===== src/rtl/cu_fsm.sv =====
// cu_fsm - multicycle control-unit sequencer for the OTTER MCU.
//
// Produces the per-cycle timing strobes for the PC register, the register
// file, the instruction/data memories and the CSR file. It also takes
// interrupts between instructions and keeps a retired-instruction count.
// The decoder alongside it supplies pc_source and the ALU selects.
//
// Ports:
//   clk        in   system clock, rising edge
//   rst        in   synchronous active-high reset
//   intr       in   level interrupt request (already gated by mstatus.MIE)
//   opcode     in   ir[6:0] of the current instruction
//   func3      in   ir[14:12]
//   pc_rst     out  force PC register to its reset value
//   pc_write   out  PC register load enable
//   reg_write  out  register-file write enable
//   mem_rden1  out  instruction-memory read enable
//   mem_rden2  out  data-memory read enable
//   mem_we2    out  data-memory write enable
//   csr_we     out  CSR write enable
//   int_taken  out  interrupt entry (save mepc, load mtvec)
//   mret_exec  out  mret executing (restore PC from mepc)
//   instret    out  retired-instruction counter
module cu_fsm (
   input  logic        clk,
   input  logic        rst,
   input  logic        intr,
   input  logic [6:0]  opcode,
   input  logic [2:0]  func3,
   output logic        pc_rst,
   output logic        pc_write,
   output logic        reg_write,
   output logic        mem_rden1,
   output logic        mem_rden2,
   output logic        mem_we2,
   output logic        csr_we,
   output logic        int_taken,
   output logic        mret_exec,
   output logic [31:0] instret
);

   typedef enum logic [2:0] {
      ST_INIT  = 3'd0,
      ST_FETCH = 3'd1,
      ST_EXEC  = 3'd2,
      ST_WB    = 3'd3,
      ST_INTR  = 3'd4
   } state_t;

   localparam logic [6:0] OP_LOAD   = 7'b0000011;
   localparam logic [6:0] OP_STORE  = 7'b0100011;
   localparam logic [6:0] OP_BRANCH = 7'b1100011;
   localparam logic [6:0] OP_LUI    = 7'b0110111;
   localparam logic [6:0] OP_AUIPC  = 7'b0010111;
   localparam logic [6:0] OP_IMM    = 7'b0010011;
   localparam logic [6:0] OP_OP     = 7'b0110011;
   localparam logic [6:0] OP_JAL    = 7'b1101111;
   localparam logic [6:0] OP_JALR   = 7'b1100111;
   localparam logic [6:0] OP_SYSTEM = 7'b1110011;

   localparam logic [2:0] F3_MRET   = 3'b000;
   localparam logic [2:0] F3_CSRRW  = 3'b001;

   state_t      state_q, state_d;
   logic [31:0] instret_q, instret_d;
   // High on the cycle whose pc_write retires an instruction (EXEC/WB only).
   logic        retire_s;

   // Next-state and strobe decode from the registered state and current inputs.
   always_comb begin
      state_d   = state_q;
      pc_rst    = 1'b0;
      pc_write  = 1'b0;
      reg_write = 1'b0;
      mem_rden1 = 1'b0;
      mem_rden2 = 1'b0;
      mem_we2   = 1'b0;
      csr_we    = 1'b0;
      int_taken = 1'b0;
      mret_exec = 1'b0;
      retire_s  = 1'b0;

      if (rst) begin
         // Reset wins in the same cycle: any pending write is abandoned.
         pc_rst  = 1'b1;
         state_d = ST_INIT;
      end else begin
         case (state_q)
            ST_INIT: begin
               pc_rst  = 1'b1;
               state_d = ST_FETCH;
            end
            ST_FETCH: begin
               mem_rden1 = 1'b1;
               state_d   = ST_EXEC;
            end
            ST_EXEC: begin
               if (opcode == OP_LOAD) begin
                  // Loads retire in WB; intr is not looked at here.
                  mem_rden2 = 1'b1;
                  state_d   = ST_WB;
               end else begin
                  pc_write = 1'b1;
                  retire_s = 1'b1;
                  case (opcode)
                     OP_STORE:  mem_we2 = 1'b1;
                     OP_BRANCH: begin end
                     OP_LUI, OP_AUIPC, OP_IMM, OP_OP, OP_JAL, OP_JALR:
                        reg_write = 1'b1;
                     OP_SYSTEM: begin
                        case (func3)
                           F3_CSRRW: begin
                              csr_we    = 1'b1;
                              reg_write = 1'b1;
                           end
                           F3_MRET:  mret_exec = 1'b1;
                           default:  begin end
                        endcase
                     end
                     default: begin end
                  endcase
                  state_d = intr ? ST_INTR : ST_FETCH;
               end
            end
            ST_WB: begin
               reg_write = 1'b1;
               pc_write  = 1'b1;
               retire_s  = 1'b1;
               state_d   = intr ? ST_INTR : ST_FETCH;
            end
            ST_INTR: begin
               // Handler entry; intr is ignored so the handler always fetches.
               int_taken = 1'b1;
               pc_write  = 1'b1;
               state_d   = ST_FETCH;
            end
            default: begin
               state_d = ST_INIT;
            end
         endcase
      end

      instret_d = retire_s ? (instret_q + 32'd1) : instret_q;
   end

   // State register and retired-instruction counter.
   always_ff @(posedge clk) begin
      if (rst) begin
         state_q   <= ST_INIT;
         instret_q <= 32'd0;
      end else begin
         state_q   <= state_d;
         instret_q <= instret_d;
      end
   end

   assign instret = instret_q;

endmodule


===== config.mk =====
export PLATFORM = sky130hd
export DESIGN_NAME = cu_fsm
export DESIGN_NICKNAME = d
export VERILOG_FILES = /design/src/rtl/cu_fsm.sv
export SDC_FILE = /design/constraint.sdc
export NUM_CORES = 1
export LEC_CHECK = 0
export CAP_MARGIN = 20
export CORE_MARGIN = 10
export CORE_UTILIZATION = 46
export DETAILED_ROUTE_END_ITERATION = 10
export PLACE_DENSITY = 0.79
export SLEW_MARGIN = 20
export SYNTH_ARGS = -nofsm -noshare
export SYNTH_HDL_FRONTEND = slang
export SYNTH_SLANG_ARGS = --single-unit

===== constraint.sdc =====
create_clock -name clk -period 2.5 [get_ports clk]
set_input_delay 0.5 -clock clk [delete_from_list [all_inputs] [get_ports clk]]
set_output_delay 0.5 -clock clk [all_outputs]
set_load 0.01 [all_outputs]

==> results.py, run 1 <==
metrics = {
    "sta": {
        "min_period_ns": 2.45,
        "holdWs_ns": 0.483,
        "rsz0062_at_grt": "no",
        "setup_violations": 0,
        "finalHoldViolations": 0,
        "slew_headroom": 0.777,
        "fin_ws_ns": 0.0459,
        "maxSlewViolCount": 0,
        "fin_crit_sh": 0.982,
        "tightest_slew_ns": 0.330,
        "fin_skew_ns": 0.00739,
        "fmax_mhz": 407,
    },
    "min_path": {
        "hold_class": "flop to flop",
    },
    "die": {
        "core-area_um2": 3690,
        "start_util": 0.477,
        "fp.dieW_um": 81.9,
        "placementRows": 22,
        "fp.dieH_um": 81.9,
        "dieArea_um2": 6700,
        "pin_count": 54,
    },
    "detailed_routing": {
        "drt_iter0_drc": 64,
        "antenna_left": 0,
        "drt-total-wl_um": 5020,
        "firstDrtPassIters": 4,
        "drc": 0,
        "num_vias": 1784,
        "wl_per_cell_um": 15.2,
        "vias_per_cell": 5.39,
    },
    "synth": {
        "synth_seq_cells": 35,
        "synth_compound_area_frac": 0.0938,
        "async_flop_share": 0,
        "netlist.area_leader.share": 0.398,
        "yosysWarnings": 0,
        "synth.distinct_cells": 41,
        "synth_xor_area_frac": 0.109,
        "syn-instance-count": 210,
        "syn_nets": 224,
        "syn_avg_cell_area_um2": 8.38,
        "synthSimpleGateAreaFrac": 0.355,
        "synthTopCellsByCount": "dfxtp_1, nor2_1, xnor2_1",
        "synth_edf_count": 0,
        "synth_fa_ha_area_frac": 0.00711,
        "synth_top_cell_by_area": "dfxtp_1",
        "yosysMostFrequentCell": "dfxtp_1",
        "netlist_area_um2": 1760,
        "synth_area_leaders": "dfxtp_1, xnor2_1, nor2_1",
        "synthMuxAreaShare": 0.00569,
        "synthFlopType": "dfxtp_1",
        "ys_seq_area_frac": 0.398,
        "synth_top_family_by_area": "simple AND/OR/NAND/NOR gates",
    },
    "global_route": {
        "grt_pass1_vias": 1666,
        "antenna_found_initial": 0,
        "grt-ovfl-total": 0,
        "grt_usage": 0.155,
        "grt_pass1_wl_um": 8270,
        "grt_max_degree": 21,
    },
    "power": {
        "p_leak_uw": 0.000914,
        "p_switching_uw": 255,
        "seqPwrFrac": 0.518,
        "combPwrFrac": 0.104,
        "pwr-share-clk": 0.378,
        "power_density_nw_per_um2": 414,
        "swShare": 0.233,
        "peakVddDrop_mv": 0.484,
        "p_int_uw": 840,
    },
    "placement": {
        "io_buffers": 53,
        "dpl_cell_area_um2": 2470,
        "globalplace.congestion": 0.824,
        "dp_hpwl_um": 3500,
        "placed_cells": 322,
        "post-place-ws_ns": -0.633,
    },
    "cts": {
        "cts_sinks": 35,
        "clk_path_buf_depth": 2,
        "cts_made_buffers": 5,
        "htreeDepth": 2,
        "cts_tree": "built",
        "root_buffer": "clkbuf_8",
        "clk_latency_ns": 0.29,
        "clk_pin_slew_ns": 0.07,
        "holdBufCountCts": 0,
    },
    "cells_and_area": {
        "finish.utilization": 0.718,
        "n_antenna_cell": 0,
        "nFillCells": 303,
        "finalNonFillerCells": 331,
        "final_layout_size_suffix_gt1_frac": 0.170,
        "area_growth_syn_to_layout_pct": 50.5,
        "finalNetCount": 297,
        "design_area_um2": 2650,
    },
    "worst_setup_path": {
        "crit_required_ns": 2.00,
        "cp_max_fo": 20,
        "cp-start-kind": "input pin",
        "end_kind": "output pin",
        "crit_arrival_ns": 1.95,
        "crit_type": "input pin to output pin",
    },
    "job": {
        "max_cap_viol_count": 0,
    },
    "outcome": {
        "outcome": "finished clean",
    },
}
## repair_timing
action,4_1_cts,5_1_grt
pin swaps,5,2
hold endpoints to repair,0,0
cloned,1,0
buffers inserted,1,0
endpoints found under the setup margin,9,2
resized for setup,42,2
## stage by stage
stage	total power (uW)	TNS, ns
floorplan	622	0
finish	1100	0
CTS	1100	0
global route	1140	0
detailed placement	679	-3.96
global placement	679	-3.65
## cells by family (layout without fill, tap and decap cells)
kind of cell,after synthesis,count (layout)
buffers and inverters,14,87
muxes,1,1
adders and majority gates,1,1
DFF,35,35
and+or+nand+nor,110,110
AOI/OAI and AO/OA,27,27
xor gates and xnor gates,22,22
## metal layers
metal,track usage,up-vias,part of all wire
met2,0.248,51,0.45
met1,0.193,825,0.47
met3,0.0426,9,0.062
met4,0.0612,0,0.017
met5,0,-,0
li1,-,899,-
## power by group through the flow
stage	combinational (uW)	sequential (uW)	clock [uW]
floorplan	39.2	583	0
global placement	99.5	579	0
detailed placement	100	579	0
CTS	112	567	421
global route	123	567	449
finish	114	567	414
## flip-flops by register name (all words and copies together) (netlist names)
register,count
instret,32
state_q,3
## path summary, 6_finish.rpt
path	start	endpoint	slack (ns)	cells after the start
setup reg to reg	instret[13]$_SDFFE_PP0P_	instret[31]$_SDFFE_PP0P_	0.38	5
hold reg to reg	instret[31]$_SDFFE_PP0P_	instret[31]$_SDFFE_PP0P_	0.48	2
hold / removal	instret[31]$_SDFFE_PP0P_	instret[31]$_SDFFE_PP0P_	0.48	2
setup / recovery	rst	int_taken	0.05	5
## worst max-delay path: stages
cell             delay, ns
dlygate4sd2_1         0.30
buf_12                0.18
nor4b_2               0.28
buf_4                 0.17
clkdlybuf4s50_1       0.53
## cell type report
cell class,instances,area [um^2],area share
Clock buffer,6,82.6,0.0312
Multi-Input combinational cell,161,1050,0.398
Timing Repair Buffer,74,723,0.273
Sequential cell,35,701,0.265
Clock inverter,1,5.00,0.00189
Tap cell,48,60.1,0.0227
Inverter,6,22.5,0.00850
## cells in the final DEF, fill, tap and decap left out, types with 5 or more instances in the layout
| master | count |
|---|---|
| nand4_1 | 5 |
| nor4_1 | 9 |
| nand3_1 | 11 |
| clkbuf_8 | 6 |
| a21oi_1 | 9 |
| buf_4 | 16 |
| or3_1 | 10 |
| o21ai_0 | 10 |
| dlygate4sd2_1 | 6 |
| dfxtp_1 | 35 |
| nor3_1 | 10 |
| xnor2_1 | 20 |
| clkdlybuf4s50_1 | 40 |
| nor2_1 | 29 |
| nand2_1 | 9 |
| inv_1 | 6 |
Power figures use the tool's default switching activity.
==> run 2: changes to the inputs <==
--- a/config.mk
+++ b/config.mk
@@ -5,11 +5,12 @@
 export SDC_FILE = /design/constraint.sdc
 export NUM_CORES = 1
 export LEC_CHECK = 0
+export ABC_AREA = 1
 export CAP_MARGIN = 20
 export CORE_MARGIN = 10
-export CORE_UTILIZATION = 46
+export CORE_UTILIZATION = 50
 export DETAILED_ROUTE_END_ITERATION = 10
-export PLACE_DENSITY = 0.79
+export PLACE_DENSITY = 0.8
 export SLEW_MARGIN = 20
 export SYNTH_ARGS = -nofsm -noshare
 export SYNTH_HDL_FRONTEND = slang
==> run 2 against run 1 <==
Effect of this change:
- non-clock buffer count shrank 12
- via count grew 46%
- total power shrank 2.3%
- cell count up 52%
- synthesized cell count increased by 86%
- register-to-register slack better by 0.39 ns
- combinational power grew 13%
- setup slack improved by 0.13 ns
- final area rose by 15%
- sequential share of layout area is 3.4 points lower
- sequential cell count stayed put
- global-route usage is 1.8 points higher
- largest cell class unchanged
==> results.py, run 2 <==
metrics = {
    "outcome": {
        "outcome": "finished clean",
    },
    "cts": {
        "htreeDepth": 2,
        "holdBufCountCts": 0,
        "postCtsSetupBuffers": 0,
        "clk_path_buf_depth": 2,
        "root_buffer": "clkbuf_8",
        "cts_made_buffers": 5,
        "clk_latency_ns": 0.28,
        "cts_tree": "built",
        "clk_pin_slew_ns": 0.06,
        "cts_sinks": 35,
    },
    "die": {
        "fp.dieW_um": 88.6,
        "fp.dieH_um": 88.6,
        "placementRows": 24,
        "core-area_um2": 4440,
        "pin_count": 54,
        "start_util": 0.529,
        "dieArea_um2": 7840,
    },
    "power": {
        "combPwrFrac": 0.120,
        "seqPwrFrac": 0.532,
        "pwr-share-clk": 0.348,
        "p_total_uw": 1070,
        "p_int_uw": 802,
        "peakVddDrop_mv": 0.373,
        "power_density_nw_per_um2": 353,
        "p_leak_uw": 0.00117,
        "p_switching_uw": 268,
        "swShare": 0.250,
    },
    "global_route": {
        "grt_pass1_vias": 2360,
        "grt-ovfl-total": 0,
        "grt_pass1_wl_um": 10900,
        "grt_max_degree": 35,
        "antenna_found_initial": 0,
        "grt_usage": 0.173,
    },
    "synth": {
        "synth_seq_cells": 35,
        "synthFlopType": "dfxtp_1",
        "synth_edf_count": 0,
        "synthTopCellsByCount": "nand2_1, nor2_1, inv_1",
        "yosysWarnings": 0,
        "syn-instance-count": 390,
        "netlist_area_um2": 2350,
        "netlist.area_leader.share": 0.298,
        "async_flop_share": 0,
        "synth.distinct_cells": 25,
        "synth_area_leaders": "dfxtp_1, nand2_1, nor2_1",
        "synth_top_cell_by_area": "dfxtp_1",
        "syn_avg_cell_area_um2": 6.03,
        "syn_nets": 404,
        "yosysMostFrequentCell": "nand2_1",
        "ys_seq_area_frac": 0.298,
    },
    "worst_setup_path": {
        "crit_required_ns": 2.00,
        "crit_type": "input pin to output pin",
        "crit_arrival_ns": 1.83,
        "cp-start-kind": "input pin",
        "cp_max_fo": 4,
        "end_kind": "output pin",
        "worst-r2r-cell-count": 8,
    },
    "cells_and_area": {
        "final_layout_size_suffix_gt1_frac": 0.116,
        "final_common_cell": "nand2_1",
        "largest_reg_flops": 32,
        "final_cell_mix": "nand2_1, nor2_1, inv_1",
        "finalNetCount": 465,
        "design_area_um2": 3030,
        "nFillCells": 400,
        "area_growth_syn_to_layout_pct": 29.1,
        "n_antenna_cell": 0,
    },
    "min_path": {
        "min_path_cells": 2,
        "hold_class": "flop to flop",
    },
    "placement": {
        "dp_hpwl_um": 5110,
        "io_buffers": 53,
        "dpl_cell_area_um2": 2960,
        "post-place-ws_ns": -0.259,
        "globalplace.congestion": 0.900,
    },
    "sta": {
        "min_period_ns": 2.33,
        "fin_tns_setup_ns": 0,
        "finalHoldViolations": 0,
        "fmax_mhz": 429,
        "rsz0062_at_grt": "no",
        "tightest_slew_ns": 0.347,
        "fin_crit_sh": 0.931,
        "fin_skew_ns": 0.00190,
        "maxSlewViolCount": 0,
        "setup_violations": 0,
        "slew_headroom": 0.769,
        "fin_ws_ns": 0.171,
    },
    "job": {
        "max_cap_viol_count": 0,
    },
    "detailed_routing": {
        "firstDrtPassIters": 6,
        "antenna_left": 0,
        "num_vias": 2599,
        "wl_per_cell_um": 13.0,
        "drt_iter0_drc": 251,
        "vias_per_cell": 5.18,
        "drt-total-wl_um": 6520,
        "drc": 0,
    },
}
[run 2: metrics by stage]
step | hold WS (ns) | util | std cells
4_1_cts | 0.514 | 0.683 | 502
6_report | 0.515 | 0.682 | 502
3_3_place_gp | 0.486 | 0.667 | 496
2_1_floorplan | 0.511 | - | 390
3_5_place_dp | 0.505 | 0.667 | 496
5_1_grt | 0.539 | 0.682 | 502
[run 2: power by group through the flow]
stage	Sequential [uW]	Combinational [uW]	Clock [uW]
CTS	569	128	386
global route	569	143	405
detailed placement	582	128	0
global placement	581	127	0
finish	569	129	372
floorplan	581	74.4	0
[run 2: final cells by class]
type	instances	area (um^2)	share of cell area
inverters	58	218	0.0718
well taps	52	65.1	0.0215
multi-input cells	289	1390	0.458
flip-flops and latches	35	701	0.231
clock buffers	6	72.6	0.0239
repair buffers	62	587	0.193
[run 2: critical path, cell delays in order]
cell             delay (ns)
clkdlybuf4s50_1        0.45
nand2_1                0.10
nor2_4                 0.15
inv_1                  0.06
nor2_2                 0.10
nand4_1                0.11
nor2_1                 0.09
dlygate4sd2_1          0.27
[run 2: path summary, 6_finish.rpt]
path / start / end / slack [ns]
max: opcode[1] / csr_we / 0.17
min: instret[2]$_SDFFE_PP0P_ / instret[2]$_SDFFE_PP0P_ / 0.52
max reg2reg: instret[0]$_SDFFE_PP0P_ / instret[30]$_SDFFE_PP0P_ / 0.77
min reg2reg: instret[2]$_SDFFE_PP0P_ / instret[2]$_SDFFE_PP0P_ / 0.52
[run 2: what timing repair did]
| item | 4_1_cts | 5_1_grt |
|---|---|---|
| gates cloned | 0 | 0 |
| gates resized for setup | 7 | 4 |
| setup endpoints to repair | 6 | 2 |
[run 2: logic make-up after synthesis]
logic type	share of synthesized area
buffers and inverters	0.113
flip-flops	0.298
XOR/XNOR	0.00373
AO/OA/AOI/OAI	0.0767
adder cells (fa/ha/maj)	0.00532
AND/OR/NAND/NOR	0.503
[run 2: metal layers]
metal / global-route usage / routed length (um) / vias to the layer above
met1: 0.213 / 2930 / 1146
met4: 0.0455 / 84 / 0
li1: - / - / 1350
met3: 0.0395 / 480 / 11
met2: 0.297 / 3020 / 92
met5: 0 / 0 / -
